===== config.mk =====
export PLATFORM = sky130hd
export DESIGN_NAME = uart_transmitter
export DESIGN_NICKNAME = d
export VERILOG_FILES = /design/src/rtl/uart_pkg.sv /design/src/rtl/uart_baud_tick.sv /design/src/rtl/uart_transmitter.sv
export SDC_FILE = /design/constraint.sdc
export NUM_CORES = 1
export LEC_CHECK = 0
export BUFFER_PORTS_ARGS = -buffer_cell sky130_fd_sc_hd__buf_4
export CORE_ASPECT_RATIO = 1.75
export CORE_UTILIZATION = 46
export CTS_CLUSTER_SIZE = 40
export DETAILED_ROUTE_END_ITERATION = 8
export GPL_ROUTABILITY_DRIVEN = 0
export PLACE_DENSITY = 0.66
export SLEW_MARGIN = 20
export SYNTH_ARGS = -nofsm -noshare
export SYNTH_HDL_FRONTEND = slang
export SYNTH_SLANG_ARGS = --single-unit

===== constraint.sdc =====
create_clock -name CLOCK_50 -period 1.5 [get_ports CLOCK_50]
set_input_delay 0.3 -clock CLOCK_50 [delete_from_list [all_inputs] [get_ports CLOCK_50]]
set_output_delay 0.3 -clock CLOCK_50 [all_outputs]
set_load 0.1 [all_outputs]

===== src/rtl/uart_pkg.sv =====
// uart_pkg: state encodings and baud timing constants shared by the UART transmitter and receiver
package uart_pkg;
  typedef enum logic [1:0] {
    IDLE      = 2'd0,
    START_BIT = 2'd1,
    DATA_BITS = 2'd2,
    STOP_BIT  = 2'd3
  } uart_state_t;
  localparam int CLOCK_FREQ        = 50_000_000;
  localparam int BAUD_RATE         = 9600;
  localparam int CLKS_PER_BIT      = CLOCK_FREQ / BAUD_RATE;
  localparam int CLKS_PER_HALF_BIT = CLKS_PER_BIT / 2;
endpackage


===== src/rtl/uart_baud_tick.sv =====
// uart_baud_tick: 16-bit bit-period counter; bit_end marks the last clock of each serial bit
module uart_baud_tick #(
  parameter int CLKS_PER_BIT = uart_pkg::CLKS_PER_BIT
) (
  input  logic CLOCK_50,
  input  logic reset_n,
  input  logic clear,
  output logic bit_end
);
  localparam logic [15:0] LAST = 16'(CLKS_PER_BIT - 1);
  logic [15:0] clk_count;
  assign bit_end = clk_count == LAST;
  always_ff @(posedge CLOCK_50 or negedge reset_n)
    if (!reset_n) clk_count <= '0;
    else clk_count <= clear || bit_end ? '0 : clk_count + 16'd1;
endmodule


===== src/rtl/uart_transmitter.sv =====
// uart_transmitter: 8N1 serialiser with a one-byte holding register behind a valid/ready handshake
module uart_transmitter import uart_pkg::*; #(
  parameter int CLOCK_FREQ   = uart_pkg::CLOCK_FREQ,
  parameter int BAUD_RATE    = uart_pkg::BAUD_RATE,
  parameter int CLKS_PER_BIT = CLOCK_FREQ / BAUD_RATE
) (
  input  logic       CLOCK_50,
  input  logic       reset_n,
  input  logic [7:0] tx_data,
  input  logic       tx_valid,
  output logic       tx_ready,
  output logic       txd,
  output logic       tx_busy,
  output logic       tx_done
);
  uart_state_t state;
  logic [7:0] hold, shift;
  logic [2:0] bit_index;
  logic hold_full, bit_end;
  uart_baud_tick #(.CLKS_PER_BIT(CLKS_PER_BIT)) u_tick (
    .CLOCK_50(CLOCK_50),
    .reset_n(reset_n),
    .clear(state == IDLE),
    .bit_end(bit_end)
  );
  assign tx_ready = !hold_full;
  assign tx_busy  = state != IDLE || hold_full;
  assign tx_done  = state == STOP_BIT && bit_end;
  // txd is driven one clock ahead of each bit so the line is a clean register output
  always_ff @(posedge CLOCK_50 or negedge reset_n)
    if (!reset_n) begin
      state     <= IDLE;
      txd       <= 1'b1;
      hold      <= '0;
      shift     <= '0;
      hold_full <= 1'b0;
      bit_index <= '0;
    end else begin
      if (tx_valid && !hold_full) begin
        hold      <= tx_data;
        hold_full <= 1'b1;
      end
      case (state)
        IDLE: if (hold_full) begin
          shift     <= hold;
          hold_full <= 1'b0;
          txd       <= 1'b0;
          state     <= START_BIT;
        end
        START_BIT: if (bit_end) begin
          txd       <= shift[0];
          bit_index <= '0;
          state     <= DATA_BITS;
        end
        DATA_BITS: if (bit_end) begin
          txd       <= bit_index == 3'd7 ? 1'b1 : shift[bit_index + 3'd1];
          bit_index <= bit_index + 3'd1;
          state     <= bit_index == 3'd7 ? STOP_BIT : DATA_BITS;
        end
        STOP_BIT: if (bit_end) state <= IDLE;
        default: state <= IDLE;
      endcase
    end
endmodule


# == Yosys cells after proc, flatten, opt, wreduce, memory -nomap -nowiden ==
# Cells that the tools add are included.
# classes
addsub,2
magnitude_cmp,1
eq_ne,9
muxes,20
n_reduce_logical,13
# op_table
operator,count
"adder 16 x 1 -> 16 bit, second input constant",1
"== test 16 x 13 -> 1 bit, second input constant",1
two-way mux 16 bit,1
two-way mux 1 bit,9
two-way mux 2 bit,4
"inequality test 2 bit, second input constant",4
case mux 2 bit (4 select lines),1
AND reduction 4 bit,2
two-way mux 3 bit,2
case mux 3 bit (2 select lines),1
"== test 2 bit, second input constant",2
"< comparator 3 x 4 -> 1 bit, second input constant",1
nonzero test 2 bit,2
"adder 3 x 1 -> 3 bit, second input constant",1
binary-select mux 1 bit (select 3 bit),1
"== test 3 bit, second input constant",1
case mux 1 bit (3 select lines),1
AND reduction 3 bit,1
nonzero test 3 bit,1
"== test 2 x 1 -> 1 bit, second input constant",1
logical AND 1 bit,2
zero test 2 bit,1
logical OR 1 bit,2
AND reduction 2 bit,1
zero test 1 bit,1
# word_totals
ff_bits,39
in_bits,11
out_inout_bits,4
elab_cells,52

# == Depth between registers and ports, before layout ==
# logic_depth
word_depth,6
depth_mapped,7
depth_no_buf,7

# == Hierarchy ==
# A second synthesis with hierarchy kept.
# unflattened
cells_unflattened,160
hier_area_um2,1864.3
# modules_own_cells
module,n_inst,cells_per_inst,area_each_um2,seq_area_each_um2
uart_transmitter,1,79,1069.8,576.8
uart_baud_tick,1,81,794.5,400.4

# == Worst setup path after synthesis ==
# OpenSTA, ideal clock, no wires.
# synth_path
path_kind,reg2reg
from,register hold_full
to,register state[0]
setup_ns,0.080
arrival_ns,2.392
required_ns,1.420
path_slack_ns,-0.972
stages_incl_launch_ff,6
n_path_buf,0
period_less_slack_ns,2.472
path_cell_list,dfrtp_1 inv_1 nand2_1 o21ai_0 a211oi_1 a21oi_1
# synth_between
elab_chain_len,2
# synth_rtl
item,line_no,text
from (decl),uart_transmitter.sv:19,"logic hold_full, bit_end;"
from (signal assigned),uart_transmitter.sv:36,hold_full <= 1'b0;
from (signal assigned),uart_transmitter.sv:41,hold_full <= 1'b1;
from (signal assigned),uart_transmitter.sv:46,hold_full <= 1'b0;
inequality test 2 bit (no source line),n/a,
AND reduction 4 bit (no source line),n/a,
to (signal assigned),uart_transmitter.sv:58,state <= bit_index == 3'd7 ? STOP_BIT : DATA_BITS;
to (decl),uart_transmitter.sv:16,uart_state_t state;
# Every way passes these cells.
# A chain may end at the register's enable or synchronous reset.

# == Worst setup path after layout ==
# layout_path
from,register u_tick.clk_count[7]
to,output port tx_done
# layout_between
elab_chain_len,2
# layout_rtl
item,line_no,text
from (decl),uart_baud_tick.sv:11,logic [15:0] clk_count;
from (signal assigned),uart_baud_tick.sv:15,else clk_count <= clear || bit_end ? '0 : clk_count + 16'd1;
== test 16 x 13 -> 1 bit,uart_baud_tick.sv:12,assign bit_end = clk_count == LAST;
logical AND 1 bit,uart_transmitter.sv:28,assign tx_done = state == STOP_BIT && bit_end;
to (decl),uart_transmitter.sv:14,output logic tx_done
# Every way passes these cells.

==> results.sh <==
export IMPL_via_per_inst=5.28
export IMPL_drcViolationCount=0
export IMPL_synth_warnings=0
export IMPL_root_buffer="clkbuf_8"
export IMPL_dr_total_vias=1388
export IMPL_synth_area_mm2=0.00188
export IMPL_rows=30
export IMPL_overflow=0
export IMPL_synth_area_per_cell_um2=11.6
export IMPL_rsz0062_at_grt="true"
export IMPL_fin_util=0.670
export IMPL_worst_path_largest_cell_delay_ps=410
export IMPL_n_antenna_cell=0
export IMPL_grt_max_degree=40
export IMPL_dr_pass1_iters=3
export IMPL_finalHoldViolations=38
export IMPL_clkSinkCount=39
export IMPL_fin_tns_setup_ps=-2360
export IMPL_p_int_mw=1.91
export IMPL_syn_inst=162
export IMPL_worst_pin_slew_ps=495
export IMPL_power_frac_seq=0.499
export IMPL_cts_htree_levels=2
export IMPL_postSynth_asyncResetShare=1.00
export IMPL_cp_end_kind="output pin"
export IMPL_wl_um=4060
export IMPL_power_density_mw_per_mm2=918
export IMPL_port_buffer_count=14
export IMPL_clk_pin_slew_ps=80
export IMPL_track_usage=0.208
export IMPL_regToRegStartpoint="state[1]"
export IMPL_worstRegToRegCells=6
export IMPL_synth_seq_cells=39
export IMPL_wl_per_cell_um=15.4
export IMPL_p_leak_nw=1.20
export IMPL_die_area_mm2=0.00435
export IMPL_synth_area_top_cells="dfrtp_1, mux2_2, ha_1"
export IMPL_clkPwrFrac=0.427
export IMPL_ys_flop_type="dfrtp_1"
export IMPL_pin_count=15
export IMPL_grt_pass1_wl_um=6730
export IMPL_numCtsBuffers=5
export IMPL_maxCapViolations=0
export IMPL_worstPathRequired_ps=1200
export IMPL_detail_route_antenna_nets=0
export IMPL_holdWs_ps=-25.2
export IMPL_min_path_type="input pin to async pin"
export IMPL_endpoint="tx_done"
export IMPL_ys_types=37
export IMPL_r2r_end="state[0]"
export IMPL_synth_edf_count=0
export IMPL_seq_area_frac_synth=0.521
export IMPL_max_freq_ghz=0.533
export IMPL_relSlewSlack=0.670
export IMPL_worst_setup_path_type="flop to output pin"
export IMPL_reg2reg_slack_ps=-170
export IMPL_hpwlAfterDp_um=2760
export IMPL_outcome="finished with violations"
export IMPL_peakVddDrop_mv=0.774
export IMPL_clk_latency_ps=280
export IMPL_area_growth_pct=39.3
export IMPL_drive_above_1_share=0.512
export IMPL_syn_num_nets=181
export IMPL_slowest_stage="dfrtp_1"
export IMPL_tritoncts="yes"
export IMPL_fin_crit_ps=1870
export IMPL_antenna_found_initial=0
export IMPL_worstPathCellList="nor4b_2 -> and4_4 -> and2_4 -> buf_12"
export IMPL_start_util=0.481
export IMPL_critPathLaunch="u_tick.clk_count[7]"
export IMPL_failed_checks="hold timing, setup timing"
export IMPL_yosysTopAreaCell="dfrtp_1"
export IMPL_clock_path_buffers=2
export IMPL_comb_power_share=0.074
export IMPL_netlist_area_leader_share=0.507
export IMPL_drt_iter0_markers=13
export IMPL_fin_worst_skew_ps=2.51
export IMPL_chipWidth_um=50.3
export IMPL_switchingPower_mw=0.488
export IMPL_netSwitchingFraction=0.203
export IMPL_cp_arrival_ps=1570
export IMPL_setup_slack_ps=-374
export IMPL_fin_nets=233
export IMPL_startpoint_type="flop"
export IMPL_die_y_um=86.5
export IMPL_path_max_fanout=2
export IMPL_min_period_over_period=1.25
export IMPL_first_global_vias=1526
export IMPL_core_area_mm2=0.00390
export IMPL_maxSlewViolCount=0
export IMPL_setup_violations=23
flip-flops by register name, indices dropped and copies added (netlist names):
name	flops
bit_index	3
shift	8
state	2
txd	1
u_tick.clk_count	16
hold	8
hold_full	1
kinds of logic after synthesis:
group / Yosys count / synth area share
AND/OR/NAND/NOR: 56 / 0.156
multiplexers: 21 / 0.123
AO/OA/AOI/OAI: 15 / 0.0527
XOR/XNOR: 14 / 0.0653
flip-flops: 39 / 0.521
buffers and inverters: 9 / 0.0287
adder cells (fa/ha/maj): 8 / 0.0533
layout make-up:
cell class / count / area, um2
well taps: 48 / 60.1
fillers: 324 / 1290
repair buffers: 48 / 397
multi-input cells: 115 / 1030
clock buffers: 6 / 72.6
flip-flops and latches: 39 / 977
clock inverters: 2 / 60.1
inverters: 5 / 22.5
placed cells by master, fill, tap and decap left out, drive strengths merged, types with 6 or more instances in the layout:
cell,Yosys,layout
nand2,10,10
xor2,7,7
buf,3,48
xnor2,7,7
clkbuf,1,6
mux2,17,17
nor2,21,21
dfrtp,38,38
ha,8,8
o21ai,6,6
cell usage after synthesis, types with 2 or more instances:
library cell / n
a21oi_1: 2
nand3_1: 4
inv_1: 5
nand2_1: 10
mux2i_1: 4
xnor2_1: 7
ha_1: 8
nor3b_1: 2
nor3_1: 3
and2_2: 2
and3_1: 3
o21ai_0: 5
dfrtp_1: 38
mux2_2: 17
nand4_1: 3
nor2_1: 21
a22o_1: 2
xor2_1: 7
power groups by stage:
stage	logic [mW]	clock network, mW	registers, mW
finish	0.178	1.02	1.20
CTS	0.183	1.04	1.20
floorplan	0.121	0	1.20
global route	0.195	1.08	1.21
detailed placement	0.180	0	1.22
global placement	0.172	0	1.22
metal layers:
metal,share of wire,vias up,GRT usage
met5,0,-,0
met4,0.012,0,0.0701
met3,0.019,6,0.0421
met2,0.60,23,0.401
met1,0.37,699,0.212
li1,-,660,-
repair_timing:
action                                  4_1_cts  5_1_grt
setup buffers                                 4        6
gates resized for setup                      23       23
endpoints found under the setup margin       28       31
cloned                                        1        0
hold buffers                                  0        0
pin swaps                                    16        8
stage by stage:
stage,cells,setup slack (ps),area (um2),total power [mW]
2_1_floorplan,162,-188,1920,1.32
3_3_place_gp,246,-211,2250,1.39
3_5_place_dp,246,-294,2250,1.40
4_1_cts,258,-348,2490,2.43
5_1_grt,263,-439,2620,2.49
6_report,263,-374,2620,2.40
how the worst min path moves through the flow:
stage	from	endpoint	cells after the start
final	reset_n	u_tick.clk_count[11]	1
after floorplan	reset_n	bit_index[0]	0
after global routing	reset_n	u_tick.clk_count[0]	1
after detailed placement	reset_n	u_tick.clk_count[5]	1
after global placement	reset_n	u_tick.clk_count[6]	1
after CTS	reset_n	hold[3]	1
worst max-delay path: cells and delay by family (launching register included):
kind          cells  cell delay, ps
simple gates      3             710
flops             1             410
buf+inv           1             170
Power figures use the tool's default switching activity.
